$ cat src/rtl/vend_dispense.sv
`default_nettype none
// ============================================================================
// Module      : vend_dispense
// Description : Vending sale sequencer: selection check, coin credit, vend,
//               change and refund. Define VEND_CHANGE_EN to return overpayment.
// Revision    : 1.0 - initial release
// ============================================================================
module vend_dispense #(
    parameter logic [7:0] PRICE0 = 8'd10,
    parameter logic [7:0] PRICE1 = 8'd15,
    parameter logic [7:0] PRICE2 = 8'd20,
    parameter logic [7:0] PRICE3 = 8'd25,
    parameter logic [7:0] PRICE4 = 8'd30
) (
    input  logic        clk,
    input  logic        reset,
    input  logic [19:0] stock,
    input  logic        select_valid,
    input  logic [2:0]  select_slot,
    input  logic        coin_valid,
    input  logic [1:0]  coin,
    input  logic        cancel,
    output logic        take_valid,
    output logic [2:0]  take_slot,
    output logic        change_valid,
    output logic [7:0]  change_amount,
    output logic        coin_reject,
    output logic        error,
    output logic [7:0]  credit
);

    localparam logic [2:0] c_S_IDLE   = 3'd0;
    localparam logic [2:0] c_S_CHECK  = 3'd1;
    localparam logic [2:0] c_S_PAY    = 3'd2;
    localparam logic [2:0] c_S_VEND   = 3'd3;
    localparam logic [2:0] c_S_CHANGE = 3'd4;
    localparam logic [2:0] c_S_REFUND = 3'd5;

    logic [2:0] r_state;
    logic [2:0] r_slot;
    logic [7:0] r_price;
    logic [7:0] r_credit;

    logic [7:0] w_coin_value;
    logic [7:0] w_sel_price;
    logic [3:0] w_stock_cnt;
    logic [8:0] w_sum;
    logic       w_coin_ok;

    always_comb begin
        w_coin_value = 8'd1;
        case (coin)
            2'b00:   w_coin_value = 8'd1;
            2'b01:   w_coin_value = 8'd5;
            2'b10:   w_coin_value = 8'd10;
            default: w_coin_value = 8'd25;
        endcase
    end

    always_comb begin
        w_sel_price = 8'd0;
        case (select_slot)
            3'd0:    w_sel_price = PRICE0;
            3'd1:    w_sel_price = PRICE1;
            3'd2:    w_sel_price = PRICE2;
            3'd3:    w_sel_price = PRICE3;
            3'd4:    w_sel_price = PRICE4;
            default: w_sel_price = 8'd0;
        endcase
    end

    always_comb begin
        w_stock_cnt = 4'd0;
        case (r_slot)
            3'd0:    w_stock_cnt = stock[3:0];
            3'd1:    w_stock_cnt = stock[7:4];
            3'd2:    w_stock_cnt = stock[11:8];
            3'd3:    w_stock_cnt = stock[15:12];
            3'd4:    w_stock_cnt = stock[19:16];
            default: w_stock_cnt = 4'd0;
        endcase
    end

    // Ninth bit of the sum flags a credit that would exceed 255.
    assign w_sum     = {1'b0, r_credit} + {1'b0, w_coin_value};
    assign w_coin_ok = coin_valid && (r_state == c_S_PAY) && !cancel && !w_sum[8];
    assign credit    = r_credit;

`ifdef VEND_CHANGE_EN
    logic [7:0] w_overpay;
    assign w_overpay = r_credit - r_price;
`endif

    always_ff @(posedge clk) begin
        if (reset) begin
            r_state       <= c_S_IDLE;
            r_slot        <= 3'd0;
            r_price       <= 8'd0;
            r_credit      <= 8'd0;
            take_valid    <= 1'b0;
            take_slot     <= 3'd0;
            change_valid  <= 1'b0;
            change_amount <= 8'd0;
            coin_reject   <= 1'b0;
            error         <= 1'b0;
        end else begin
            take_valid    <= 1'b0;
            take_slot     <= 3'd0;
            change_valid  <= 1'b0;
            change_amount <= 8'd0;
            coin_reject   <= coin_valid && !w_coin_ok;
            error         <= 1'b0;

            case (r_state)
                c_S_IDLE: begin
                    if (select_valid) begin
                        r_slot  <= select_slot;
                        r_price <= w_sel_price;
                        r_state <= c_S_CHECK;
                    end
                end
                c_S_CHECK: begin
                    if ((r_slot > 3'd4) || (w_stock_cnt == 4'd0)) begin
                        error   <= 1'b1;
                        r_state <= c_S_IDLE;
                    end else begin
                        r_state <= c_S_PAY;
                    end
                end
                c_S_PAY: begin
                    if (cancel) begin
                        r_state <= c_S_REFUND;
                    end else if (w_coin_ok) begin
                        r_credit <= w_sum[7:0];
                        if (w_sum[7:0] >= r_price) begin
                            r_state <= c_S_VEND;
                        end
                    end
                end
                c_S_VEND: begin
                    take_valid <= 1'b1;
                    take_slot  <= r_slot;
                    r_state    <= c_S_CHANGE;
                end
                c_S_CHANGE: begin
`ifdef VEND_CHANGE_EN
                    if (w_overpay != 8'd0) begin
                        change_valid  <= 1'b1;
                        change_amount <= w_overpay;
                    end
`endif
                    r_credit <= 8'd0;
                    r_state  <= c_S_IDLE;
                end
                c_S_REFUND: begin
                    if (r_credit != 8'd0) begin
                        change_valid  <= 1'b1;
                        change_amount <= r_credit;
                    end
                    r_credit <= 8'd0;
                    r_state  <= c_S_IDLE;
                end
                default: begin
                    r_state <= c_S_IDLE;
                end
            endcase
        end
    end

endmodule
`default_nettype wire
$ cat config.mk
export PLATFORM = sky130hd
export DESIGN_NAME = vend_dispense
export DESIGN_NICKNAME = d
export VERILOG_FILES = /design/src/rtl/vend_dispense.sv
export SDC_FILE = /design/constraint.sdc
export NUM_CORES = 1
export LEC_CHECK = 0
export BUFFER_PORTS_ARGS = -buffer_cell sky130_fd_sc_hd__buf_2
export CAP_MARGIN = 10
export CORE_ASPECT_RATIO = 0.75
export CORE_MARGIN = 2
export CORE_UTILIZATION = 54
export DETAILED_ROUTE_END_ITERATION = 10
export GPL_TIMING_DRIVEN = 0
export PLACE_DENSITY_LB_ADDON = 0.15
export SYNTH_ARGS = -nofsm -noshare
export SYNTH_HDL_FRONTEND = slang
export SYNTH_SLANG_ARGS = --single-unit
$ cat constraint.sdc
create_clock -name clk -period 4 [get_ports clk]
set_input_delay 0.6 -clock clk [delete_from_list [all_inputs] [get_ports clk]]
set_output_delay 0.6 -clock clk [all_outputs]
set_load 0.01 [all_outputs]
==> impl_results.rst, run 1 <==
.. list-table::
   :header-rows: 1

   * - Metric
     - Value
   * - Biggest area consumer among synthesized cells
     - sky130_fd_sc_hd__dfxtp_1
   * - Register bit count reported by yosys
     - 34
   * - Initial DRT Pass Iterations
     - 4
   * - Outcome
     - finished clean
   * - Pin count of the biggest net entering global routing
     - 11
   * - Ys flop type
     - sky130_fd_sc_hd__dfxtp_1
   * - Cell types with the largest area share after synthesis
     - sky130_fd_sc_hd__dfxtp_1 (39%), sky130_fd_sc_hd__a21oi_1 (6.7%), sky130_fd_sc_hd__ha_1 (6.5%), sky130_fd_sc_hd__and2_1 (4.4%), sky130_fd_sc_hd__nand2_1 (2.8%)
   * - Portion of the post-synthesis area used by sequential elements
     - between 30 and 40%
   * - Pins Over Slew Limit
     - 0
   * - Number of flops mapped to enable cells by yosys
     - 0
   * - Maximum clock rate
     - 344.9 MHz
   * - Cell variety after synth
     - between 40 and 50
   * - Clock latency of the later-clocked register in the worst-skew pair
     - 0.29 ns
   * - Setup slack of the critical path after layout
     - roughly 1.1 ns
   * - Share of flip-flops with an asynchronous set or reset
     - 0%
   * - Number of max-cap violations
     - 0
   * - Critical path data required time
     - 4.22 ns
   * - Unrepaired setup endpoints after global routing
     - false
   * - Via/cell ratio
     - 5.508
   * - Tot GR Track Use
     - a little under a quarter
   * - Remaining Overflow, GRT
     - 0
   * - Gate count of the mapped netlist
     - 199
   * - Proportion of layout cells with a drive suffix above 1
     - around 24%
   * - Clock-pin transition on the worst setup and hold timing paths
     - roughly 0.070 ns
   * - Number of antenna violations at the first check in global routing
     - 0
   * - Die ar.
     - 3668 sq um
   * - Placed cell areas
     - a little over 2000 sq um
   * - Final weighted congestion in routability-driven placement
     - a little under 0.9
   * - IO Port Bufs
     - 51
   * - Final hold violation count
     - 0
   * - Average instance area after synthesis
     - 8.670 sq um
   * - Buffer type at the clock tree root
     - sky130_fd_sc_hd__clkbuf_8
   * - Overall die height
     - 52.96 um
   * - Total wirelength of the detailed-routed design
     - 3917 um
   * - Top cell type's share of synthesized area
     - 39.45%
   * - Final cell utilization of the core
     - between 70 and 80%
   * - Maximum resistive drop on vdd
     - 0.2828 mV
   * - Post-layout min period
     - between 2 and 3 ns
   * - Number of failing setup endpoints in the final timing report
     - 0
   * - P&R area growth vs syn
     - 24.08%
   * - Area of all placed cells without fillers
     - 2141 sq um
   * - Die width
     - 69.27 um
   * - Category of the worst setup path capture point
     - flop
   * - Via count of the first global-routing pass
     - 1,458
   * - Type of origin of the critical path
     - input pin
   * - Number of nets in the synthesized netlist
     - 239
   * - CTS HTree Levels
     - 2
   * - Num ports
     - 53
   * - Total via count after detailed routing
     - 1,625
   * - Final worst clock skew
     - around 0.0065 ns
   * - Post-place setup slack
     - 0.8389 ns
   * - Number of clock buffers inserted by TritonCTS
     - 5
   * - Transition time at the pin with the least slew margin
     - just under 0.6 ns
   * - Min-delay worst type
     - reg -> reg
   * - Average routed wire per standard cell
     - 13.28 um
   * - Syn Std Cell Area
     - about 1700 sq um
   * - Hold Buf Count CTS
     - 0
   * - Total number of clock tree sinks
     - 34
   * - Kind of critical path
     - in -> reg
   * - Pwr/cell area
     - 360.3 nW/um^2
   * - Static Leakage
     - 0.001007 uW
   * - Count of standard-cell rows
     - 17
   * - Filler cells
     - 271
   * - Ant. Diodes
     - 0
   * - Wire length of the first global-routing pass
     - 6575 um
   * - Fraction of the cycle the final worst path needs
     - 72.49%
   * - Largest buffer count on any clock path
     - 2
   * - Resized cells post-CTS
     - 0
   * - Violation count after the first detailed-routing iteration
     - 133
   * - Placed wire-length estimate
     - ~2900 um
   * - WP data arrival
     - between 3 and 4 ns
   * - DRC violation count after routing
     - 0
   * - Clock tree from TritonCTS
     - done
   * - Starting utilization of the core area
     - 57.53%
   * - Worst-path maximum fanout
     - 8
   * - Final total negative setup slack
     - 0 ns
   * - Remaining antenna violation count after routing
     - 0
   * - Yosys synthesis warning count
     - 0
   * - # Post-CTS Setup Buffers
     - 0
   * - Worst max-slew margin expressed relative to the limit
     - between 60 and 70%
   * - Area of the core region
     - 2999 sq um
   * - Total Nets Final
     - approximately 300
   * - Post-layout total power
     - 771.4 uW
## critical path, stage by stage
cell and delay, ns:
sky130_fd_sc_hd__buf_2 0.13, sky130_fd_sc_hd__nand2b_1 0.16, sky130_fd_sc_hd__ha_1 0.23, sky130_fd_sc_hd__fa_1 0.44, sky130_fd_sc_hd__a21o_1 0.20, sky130_fd_sc_hd__a221o_1 0.39
sky130_fd_sc_hd__and4_4 0.21, sky130_fd_sc_hd__buf_6 0.13, sky130_fd_sc_hd__or4_1 0.49, sky130_fd_sc_hd__a21oi_1 0.15
## final timing paths
check                           startpoint          to  slack [ns]  cells past startpoint
worst max-delay path               coin[0]   credit[5]        1.10                     10
worst min-delay path            r_price[2]  r_price[2]        0.46                      2
worst max register to register   credit[0]   credit[5]        1.33                      8
worst min register to register  r_price[2]  r_price[2]        0.46                      2
## cells in the mapped netlist, types with 2 or more instances
library cell and instances:
sky130_fd_sc_hd__xor2_1 4, sky130_fd_sc_hd__nand2b_1 5, sky130_fd_sc_hd__xnor2_1 2, sky130_fd_sc_hd__o21ai_0 7, sky130_fd_sc_hd__a211oi_1 5, sky130_fd_sc_hd__nand3_1 7
sky130_fd_sc_hd__or4_1 2, sky130_fd_sc_hd__nor2_1 10, sky130_fd_sc_hd__clkbuf_1 7, sky130_fd_sc_hd__nand2_1 13, sky130_fd_sc_hd__and2_1 12, sky130_fd_sc_hd__inv_1 12
sky130_fd_sc_hd__and3_1 3, sky130_fd_sc_hd__a21oi_1 23, sky130_fd_sc_hd__a21o_1 5, sky130_fd_sc_hd__o41ai_1 2, sky130_fd_sc_hd__nor3_1 7, sky130_fd_sc_hd__dfxtp_1 34
sky130_fd_sc_hd__o31ai_1 3, sky130_fd_sc_hd__ha_1 9, sky130_fd_sc_hd__nor4_1 7
## state kept, by name, indices dropped and copies added (netlist names)
| signal | count |
|---|---|
| r_slot | 3 |
| take_valid | 1 |
| change_amount | 8 |
| coin_reject | 1 |
| r_price | 5 |
| r_state | 3 |
| error | 1 |
| change_valid | 1 |
| take_slot | 3 |
| credit | 8 |
## layout make-up
type | count | area (sq um) | share of cell area, %
Buffer | 8 | 37.54 | 1.753
Multi-Input combinational cell | 145 | 962.2 | 44.94
Clock inverter | 1 | 30.03 | 1.403
Timing Repair Buffer | 51 | 255.2 | 11.92
Inverter | 12 | 45.04 | 2.104
Clock buffer | 6 | 82.58 | 3.857
Sequential cell | 34 | 680.7 | 31.79
Tap cell | 38 | 47.55 | 2.221
## power breakdown
group / internal [uW] / leakage, uW / total (uW) / switching [uW]
logic: 41.4 / 0.000674 / 92.6 / 51.2
registers: 349 / 0.000276 / 357 / 8.39
clock network: 199 / 0.0000573 / 322 / 122
## placed cells by master (no fill, tap or decap), drive strengths merged, types with 5 or more instances in the layout
master / synthesis / final
a211oi: 5 / 5
a21o: 5 / 5
a21oi: 23 / 23
and2: 12 / 12
buf: 1 / 52
clkbuf: 7 / 13
dfxtp: 34 / 34
ha: 9 / 9
inv: 12 / 12
nand2: 13 / 13
nand2b: 5 / 5
nand3: 7 / 7
nor2: 10 / 10
nor3: 7 / 7
nor4: 7 / 7
o21ai: 7 / 7
## kinds of logic after synthesis
logic type	share of synthesized area (%)
and+or+nand+nor	21.97
adders and majority gates	8.267
buffers and inverters	4.786
DFF	39.45
muxes	1.885
AOI/OAI and AO/OA	20.60
xor gates and xnor gates	3.046
## layer usage
metal  part of all wire [%]  track usage, %  up-vias
met5                      0               0        -
met4                    2.0           12.42        0
met2                     41           34.29       43
met3                    5.4           5.714        9
li1                       -               -      839
met1                     52           31.58      734
## per-stage QoR
| stage | std cells | hold slack (ns) |
|---|---|---|
| global route | 295 | 0.4861 |
| global placement | 288 | 0.4415 |
| detailed placement | 288 | 0.4504 |
| CTS | 295 | 0.4627 |
| finish | 295 | 0.4552 |
| floorplan | 199 | 0.4319 |
Note: power is estimated with default switching activity, not from simulation.
==> run 2, diff against run 1 <==
--- a/config.mk
+++ b/config.mk
@@ -9,7 +9,7 @@
 export CAP_MARGIN = 10
 export CORE_ASPECT_RATIO = 0.75
 export CORE_MARGIN = 2
-export CORE_UTILIZATION = 54
+export CORE_UTILIZATION = 50
 export DETAILED_ROUTE_END_ITERATION = 10
 export GPL_TIMING_DRIVEN = 0
 export PLACE_DENSITY_LB_ADDON = 0.15
==> constraint.sdc (replaced) <==
create_clock -name clk -period 2.92 [get_ports clk]
set_input_delay 0.438 -clock clk [delete_from_list [all_inputs] [get_ports clk]]
set_output_delay 0.438 -clock clk [all_outputs]
set_load 0.01 [all_outputs]
==> run 2 against run 1 <==
Clock-buffer cell count is 1 higher. Core utilization is 6.7 points lower. First-iteration DRC count is 28% lower. Sequential cell count stayed put. Worst hold slack worse by 0.030 ns. Via count is 0.86% lower.
==> impl_results.rst, run 2 (synthesized netlist as in run 1, its figures left out) <==
.. list-table::
   :header-rows: 1

   * - Metric
     - Value
   * - Outcome
     - finished clean
   * - Category of cells accounting for the largest share of critical-path delay
     - adder cells
   * - Setup slack of the critical path after layout
     - 0.1589 ns (-0.9415 ns)
   * - Via count of the first global-routing pass
     - 1,417 (-2.8%)
   * - Critical R2R Launch
     - credit[0]
   * - Final hold violation count
     - 0 (unchanged)
   * - Final cell utilization of the core
     - 64.73% (-6.7 points)
   * - Die ar.
     - 3942 sq um (+7.5%)
   * - Launch point of the worst hold path
     - coin_valid
   * - Transition time at the pin with the least slew margin
     - 0.4912 ns (-0.08792 ns)
   * - Commonest cells after routing, fill and taps aside
     - sky130_fd_sc_hd__buf_2 (51), sky130_fd_sc_hd__dfxtp_1 (34), sky130_fd_sc_hd__a21oi_1 (23)
   * - Most common cell after layout, fill and taps aside
     - sky130_fd_sc_hd__buf_2
   * - Number of max-cap violations
     - 0 (unchanged)
   * - WP data arrival
     - 2.93 ns (-0.19 ns)
   * - Largest buffer count on any clock path
     - 2 (unchanged)
   * - Average routed wire per standard cell
     - 12.85 um (-3.3%)
   * - Kind of critical path
     - in -> reg
   * - Filler cells
     - 292 (+7.7%)
   * - Starting utilization of the core area
     - 52.47% (-5.1 points)
   * - Worst setup path start
     - coin[0]
   * - Remaining antenna violation count after routing
     - 0 (unchanged)
   * - Placed wire-length estimate
     - 2855 um (-0.59%)
   * - Type of origin of the critical path
     - input pin
   * - Count of standard-cell rows
     - 18 (+1)
   * - Ant. Diodes
     - 0 (unchanged)
   * - Post-place setup slack
     - -0.1575 ns (-0.9964 ns)
   * - Proportion of layout cells with a drive suffix above 1
     - 24.42% (+0.29 points)
   * - Final weighted congestion in routability-driven placement
     - 0.8313 (-3.9%)
   * - Maximum clock rate
     - 362.2 MHz
   * - Cell with the largest stage delay on the worst path
     - sky130_fd_sc_hd__fa_1
   * - Reg-to-reg setup timing slack
     - 0.23 ns (-1.10 ns)
   * - Post-layout min period
     - 2.761 ns
   * - Worst-path maximum fanout
     - 5 (-3)
   * - Number of failing setup endpoints in the final timing report
     - 0 (unchanged)
   * - Clock-pin transition on the worst setup and hold timing paths
     - 0.07 ns (about the same)
   * - Critical path cell sequence
     - buf_2 > nand2b_1 > ha_1 > fa_1 > a21o_1 > a21oi_1 > xnor2_1 > ha_1 > a21oi_1 > nand3_1 > a311oi_2 > a41oi_1
   * - Number of antenna violations at the first check in global routing
     - 0 (unchanged)
   * - Worst max-slew margin expressed relative to the limit
     - 66.98% (+5.9 points)
   * - Total number of clock tree sinks
     - 34 (unchanged)
   * - DRC violation count after routing
     - 0 (unchanged)
   * - Via/cell ratio
     - 5.406 (-1.9%)
   * - Number of clock buffers inserted by TritonCTS
     - 5 (unchanged)
   * - Sequential cell area
     - 680.7 sq um (unchanged)
   * - Maximum resistive drop on vdd
     - 0.3003 mV (+6.2%)
   * - IO Port Bufs
     - 51 (unchanged)
   * - Remaining Overflow, GRT
     - 0 (unchanged)
   * - Pin count of the biggest net entering global routing
     - 11 (unchanged)
   * - Clock tree from TritonCTS
     - done
   * - Buffer type at the clock tree root
     - sky130_fd_sc_hd__clkbuf_8
   * - Area of all placed cells without fillers
     - 2128 sq um (-0.58%)
   * - Initial DRT Pass Iterations
     - 4 (unchanged)
   * - Overall die height
     - 54.88 um (+3.6%)
   * - Min Hold Slack
     - 0.4256 ns (-0.02967 ns)
   * - Total via count after detailed routing
     - 1,611 (-0.86%)
   * - Footprint of the multi-input gates
     - 968.4 sq um (+0.65%)
   * - Critical path data required time
     - 3.09 ns (-1.13 ns)
   * - Fraction of the cycle the final worst path needs
     - between 90% and 100%
   * - Num ports
     - 53 (unchanged)
   * - Number of buffer and inverter instances along the worst setup path
     - 1 (-1)
   * - Category of the worst setup path capture point
     - flop
   * - Hold Buf Count CTS
     - 0 (unchanged)
   * - CTS HTree Levels
     - 2 (unchanged)
   * - Min-delay worst type
     - in -> reg
   * - Static Leakage
     - 0.0009992 uW (-0.76%)
   * - Post-layout total power
     - 976.3 uW (+27%)
   * - Total wirelength of the detailed-routed design
     - 3828 um (-2.3%)
   * - Pins Over Slew Limit
     - 0 (unchanged)
   * - Tot GR Track Use
     - 21.49% (-1.8 points)
   * - Resized cells post-CTS
     - 0 (unchanged)
   * - Violation count after the first detailed-routing iteration
     - 96 (-28%)
   * - Clock latency of the later-clocked register in the worst-skew pair
     - 0.29 ns (about the same)
   * - Crit-path max cell delay
     - 0.43 ns (-0.06 ns)
   * - P&R area growth vs syn
     - 23.35%
   * - Area of the core region
     - 3288 sq um (+9.6%)
   * - Total Nets Final
     - 297 (unchanged)
   * - Final worst clock skew
     - 0.007565 ns (+0.001038 ns)
   * - Wire length of the first global-routing pass
     - 6348 um (-3.5%)
   * - # Post-CTS Setup Buffers
     - 0 (unchanged)
   * - Die width
     - 71.83 um (+3.7%)
   * - Placed cell areas
     - 2031 sq um (+0.12%)
   * - Pwr/cell area
     - 458.7 nW/um^2 (+27%)
run 2: cell count changes in the layout (fill, tap and decap cells not counted):
cell,change
sky130_fd_sc_hd__a311oi_1,-1
sky130_fd_sc_hd__a311oi_2,+1
sky130_fd_sc_hd__bufinv_16,-1
sky130_fd_sc_hd__clkbuf_1,+1
sky130_fd_sc_hd__clkinv_2,+1
run 2: worst paths after layout:
path / depth (start not counted) / to
setup / recovery: 12 / r_state[0]
hold / removal: 3 / coin_reject
setup reg to reg: 10 / r_state[0]
hold reg to reg: 2 / r_price[2]
run 2: stage by stage:
| stage | setup TNS [ns] | std cells |
|---|---|---|
| after CTS | 0 | 298 |
| after global routing | -0.01347 | 298 |
| after global placement | -0.1778 | 290 |
| after detailed placement | -0.2263 | 290 |
| final | 0 | 298 |
| after floorplan | 0 | 199 |
run 2: layout make-up:
type                            instances  area share (%)
Buffer                                  8           1.764
Clock buffer                            7           4.056
Clock inverter                          1          0.2352
Inverter                               12           2.116
Multi-Input combinational cell        145           45.50
Sequential cell                        34           31.98
Tap cell                               40           2.352
Timing Repair Buffer                   51           11.99
run 2: worst reg2reg max path: cells and delay by family, from the launching register on:
| family | cells | cell delay [ns] |
|---|---|---|
| fa+ha+maj | 3 | 0.98 |
| xor+xnor | 1 | 0.18 |
| compound gates | 5 | 0.95 |
| flops | 1 | 0.35 |
| simple gates | 1 | 0.10 |
run 2: per-layer routing:
metal / vias up / track usage [%] / share of wire [%]
met5: - / 0 / 0
met4: 0 / 6.918 / 1.7
met3: 6 / 7.735 / 5.4
met2: 39 / 31.64 / 42
met1: 731 / 29.39 / 51
li1: 835 / - / -
run 2: power by group:
part           switching, uW  internal, uW
registers               11.2           478
clock network            169           190
logic                   70.6          57.6
total                    251           725
==> run 3, diff against run 2 <==
--- a/config.mk
+++ b/config.mk
@@ -13,6 +13,7 @@
 export DETAILED_ROUTE_END_ITERATION = 10
 export GPL_TIMING_DRIVEN = 0
 export PLACE_DENSITY_LB_ADDON = 0.15
+export REMOVE_ABC_BUFFERS = 1
 export SYNTH_ARGS = -nofsm -noshare
 export SYNTH_HDL_FRONTEND = slang
 export SYNTH_SLANG_ARGS = --single-unit
==> run 3 against run 2 <==
Setup slack better by 0.011 ns. Sequential cell count unchanged. Clock power down 3%. Global-route usage down 1.2 points.
==> impl_results.rst, run 3 (synthesized netlist as in run 1, its figures left out) <==
.. list-table::
   :header-rows: 1

   * - Metric
     - Value
   * - Outcome
     - finished clean
   * - Placed wire-length estimate
     - 2775 um (-2.8%)
   * - Most common cell after layout, fill and taps aside
     - sky130_fd_sc_hd__buf_2
   * - Maximum clock rate
     - 363.6 MHz (+0.41%)
   * - Transition time at the pin with the least slew margin
     - 0.5562 ns (+0.06500 ns)
   * - Post-layout min period
     - 2.750 ns (-0.01122 ns)
   * - Placed cell areas
     - 1998 sq um (-1.6%)
   * - Filler cells
     - 294 (+0.68%)
   * - Commonest cells after routing, fill and taps aside
     - sky130_fd_sc_hd__buf_2 (52), sky130_fd_sc_hd__dfxtp_1 (34), sky130_fd_sc_hd__a21oi_1 (23)
   * - Worst max-slew margin expressed relative to the limit
     - 62.61% (-4.4 points)
   * - Ant. Diodes
     - 0 (unchanged)
   * - Pins Over Slew Limit
     - 0 (unchanged)
   * - Launch point of the worst hold path
     - coin_valid
   * - Count of standard-cell rows
     - 18 (unchanged)
   * - Footprint of the multi-input gates
     - 968.4 sq um (unchanged)
   * - Kind of critical path
     - in -> reg
   * - Category of the worst setup path capture point
     - flop
   * - Routed wire length on met2
     - 1518 um (-5.2%)
   * - Num ports
     - 53 (unchanged)
   * - Number of failing setup endpoints in the final timing report
     - 0 (unchanged)
   * - Resized cells post-CTS
     - 0 (unchanged)
   * - Top metal layer carrying routed signals
     - met4
   * - Initial DRT Pass Iterations
     - 4 (unchanged)
   * - Critical R2R Launch
     - credit[0]
   * - Wire length of the first global-routing pass
     - 6085 um (-4.1%)
   * - Number of clock buffers inserted by TritonCTS
     - 5 (unchanged)
   * - Clock-pin transition on the worst setup and hold timing paths
     - 0.07 ns (about the same)
   * - Total number of clock tree sinks
     - 34 (unchanged)
   * - Detailed route wirelength on metal3
     - 169 um (-18%)
   * - Worst-path maximum fanout
     - 5 (unchanged)
   * - Largest buffer count on any clock path
     - 2 (unchanged)
   * - Hold Buf Count CTS
     - 0 (unchanged)
   * - DRC violation count after routing
     - 0 (unchanged)
   * - P&R area growth vs syn
     - 21.46%
   * - Clock tree from TritonCTS
     - done
   * - Average routed wire per standard cell
     - 12.31 um (-4.1%)
   * - Overall die height
     - 54.88 um (unchanged)
   * - Total via count after detailed routing
     - 1,608 (-0.19%)
   * - Post-place setup slack
     - -0.1462 ns (+0.01132 ns)
   * - Maximum resistive drop on vdd
     - 0.3403 mV (+13%)
   * - Via/cell ratio
     - 5.526 (+2.2%)
   * - Pin count of the biggest net entering global routing
     - 16 (+5)
   * - Final hold violation count
     - 0 (unchanged)
   * - Clock latency of the later-clocked register in the worst-skew pair
     - 0.28 ns (about the same)
   * - Number of antenna violations at the first check in global routing
     - 0 (unchanged)
   * - RR Endpoint
     - r_state[0]
   * - Violation count after the first detailed-routing iteration
     - 86 (-10%)
   * - CTS HTree Levels
     - 2 (unchanged)
   * - Die width
     - 71.83 um (unchanged)
   * - Final worst clock skew
     - 0.004240 ns (-0.003325 ns)
   * - Via count of the first global-routing pass
     - 1,350 (-4.7%)
   * - Final weighted congestion in routability-driven placement
     - 0.8478 (+2.0%)
   * - Type of origin of the critical path
     - input pin
   * - Area of the core region
     - 3288 sq um (unchanged)
   * - Reg-to-reg setup timing slack
     - 0.24 ns (about the same)
   * - Remaining antenna violation count after routing
     - 0 (unchanged)
   * - Buffer type at the clock tree root
     - sky130_fd_sc_hd__clkbuf_8
   * - Setup slack of the critical path after layout
     - 0.1701 ns (+0.01122 ns)
   * - Depth of the worst hold-timing path
     - 3 (unchanged)
   * - Min-delay worst type
     - in -> reg
   * - Die ar.
     - 3942 sq um (unchanged)
   * - Total wirelength of the detailed-routed design
     - 3583 um (-6.4%)
   * - Total Nets Final
     - 290 (-2.4%)
   * - IO Port Bufs
     - 52 (+2.0%)
   * - # Post-CTS Setup Buffers
     - 0 (unchanged)
   * - Length in cells of the worst reg-to-reg path
     - 10 (unchanged)
   * - Hold Path End
     - coin_reject
   * - Remaining Overflow, GRT
     - 0 (unchanged)
   * - Sequential cell area
     - 680.7 sq um (unchanged)
   * - Starting utilization of the core area
     - 52.47% (unchanged)
   * - Unrepaired setup endpoints after global routing
     - false
   * - Number of max-cap violations
     - 0 (unchanged)
   * - Static Leakage
     - 0.0009887 uW (-1.0%)
   * - Critical path data required time
     - 3.08 ns (about the same)
   * - Fraction of the cycle the final worst path needs
     - 94.17% (-0.38 points)
   * - Tot GR Track Use
     - 20.32% (-1.2 points)
   * - Proportion of layout cells with a drive suffix above 1
     - 25.10% (+0.68 points)
   * - Wire length on met1
     - 1864 um (-4.7%)
   * - Area of all placed cells without fillers
     - 2096 sq um (-1.5%)
   * - Pwr/cell area
     - 459.5 nW/um^2 (+0.17%)
   * - WP data arrival
     - 2.91 ns (-0.02 ns)
run 3: final cells by class:
| class | count | area share, % |
|---|---|---|
| clock buffers | 7 | 4.119 |
| repair buffers | 52 | 12.42 |
| well taps | 40 | 2.388 |
| inverters | 12 | 2.149 |
| flip-flops and latches | 34 | 32.48 |
| clock inverters | 1 | 0.2388 |
| multi-input cells | 145 | 46.21 |
run 3: worst max-delay path, stage by stage:
cell                       delay, ns
sky130_fd_sc_hd__buf_2          0.13
sky130_fd_sc_hd__nand2b_1       0.16
sky130_fd_sc_hd__ha_1           0.22
sky130_fd_sc_hd__fa_1           0.43
sky130_fd_sc_hd__a21o_1         0.19
sky130_fd_sc_hd__a21oi_1        0.19
sky130_fd_sc_hd__xnor2_1        0.17
sky130_fd_sc_hd__ha_1           0.29
sky130_fd_sc_hd__a21oi_1        0.16
sky130_fd_sc_hd__nand3_1        0.10
sky130_fd_sc_hd__a311oi_2       0.28
sky130_fd_sc_hd__a41oi_1        0.14
run 3: worst max path at each step:
stage          cells past startpoint  slack (ns)     from         end
6_report                          12        0.17  coin[0]  r_state[0]
5_1_grt                           12        0.03  coin[0]  r_state[0]
4_1_cts                           12        0.14  coin[0]  r_state[0]
3_5_place_dp                      12       -0.15  coin[0]  r_state[0]
3_3_place_gp                      12       -0.13  coin[0]  r_state[0]
2_1_floorplan                     11        0.26  coin[0]  r_state[0]
run 3: where the power goes:
| part | internal [uW] | switching (uW) | leakage, uW |
|---|---|---|---|
| registers | 478 | 11.2 | 0.000276 |
| clock network | 190 | 159 | 0.0000482 |
| logic | 56.1 | 68.7 | 0.000665 |
run 3: stage by stage:
| step | util (%) | cells | hold WS (ns) | power [uW] | setup TNS [ns] |
|---|---|---|---|---|---|
| finish | 63.74 | 291 | 0.4249 | 963.0 | 0 |
| global placement | 60.77 | 283 | 0.4421 | 619.9 | -0.1346 |
| global route | 63.74 | 291 | 0.4323 | 1008 | 0 |
| floorplan | - | 191 | 0.4258 | 574.0 | 0 |
| CTS | 63.55 | 291 | 0.4217 | 971.0 | 0 |
| detailed placement | 60.77 | 283 | 0.4470 | 622.5 | -0.1462 |
run 3: per-layer routing:
| layer | GRT usage [%] | vias up |
|---|---|---|
| met3 | 5.341 | 4 |
| li1 | - | 824 |
| met2 | 30.09 | 32 |
| met1 | 28.88 | 748 |
| met4 | 6.604 | 0 |
| met5 | 0 | - |
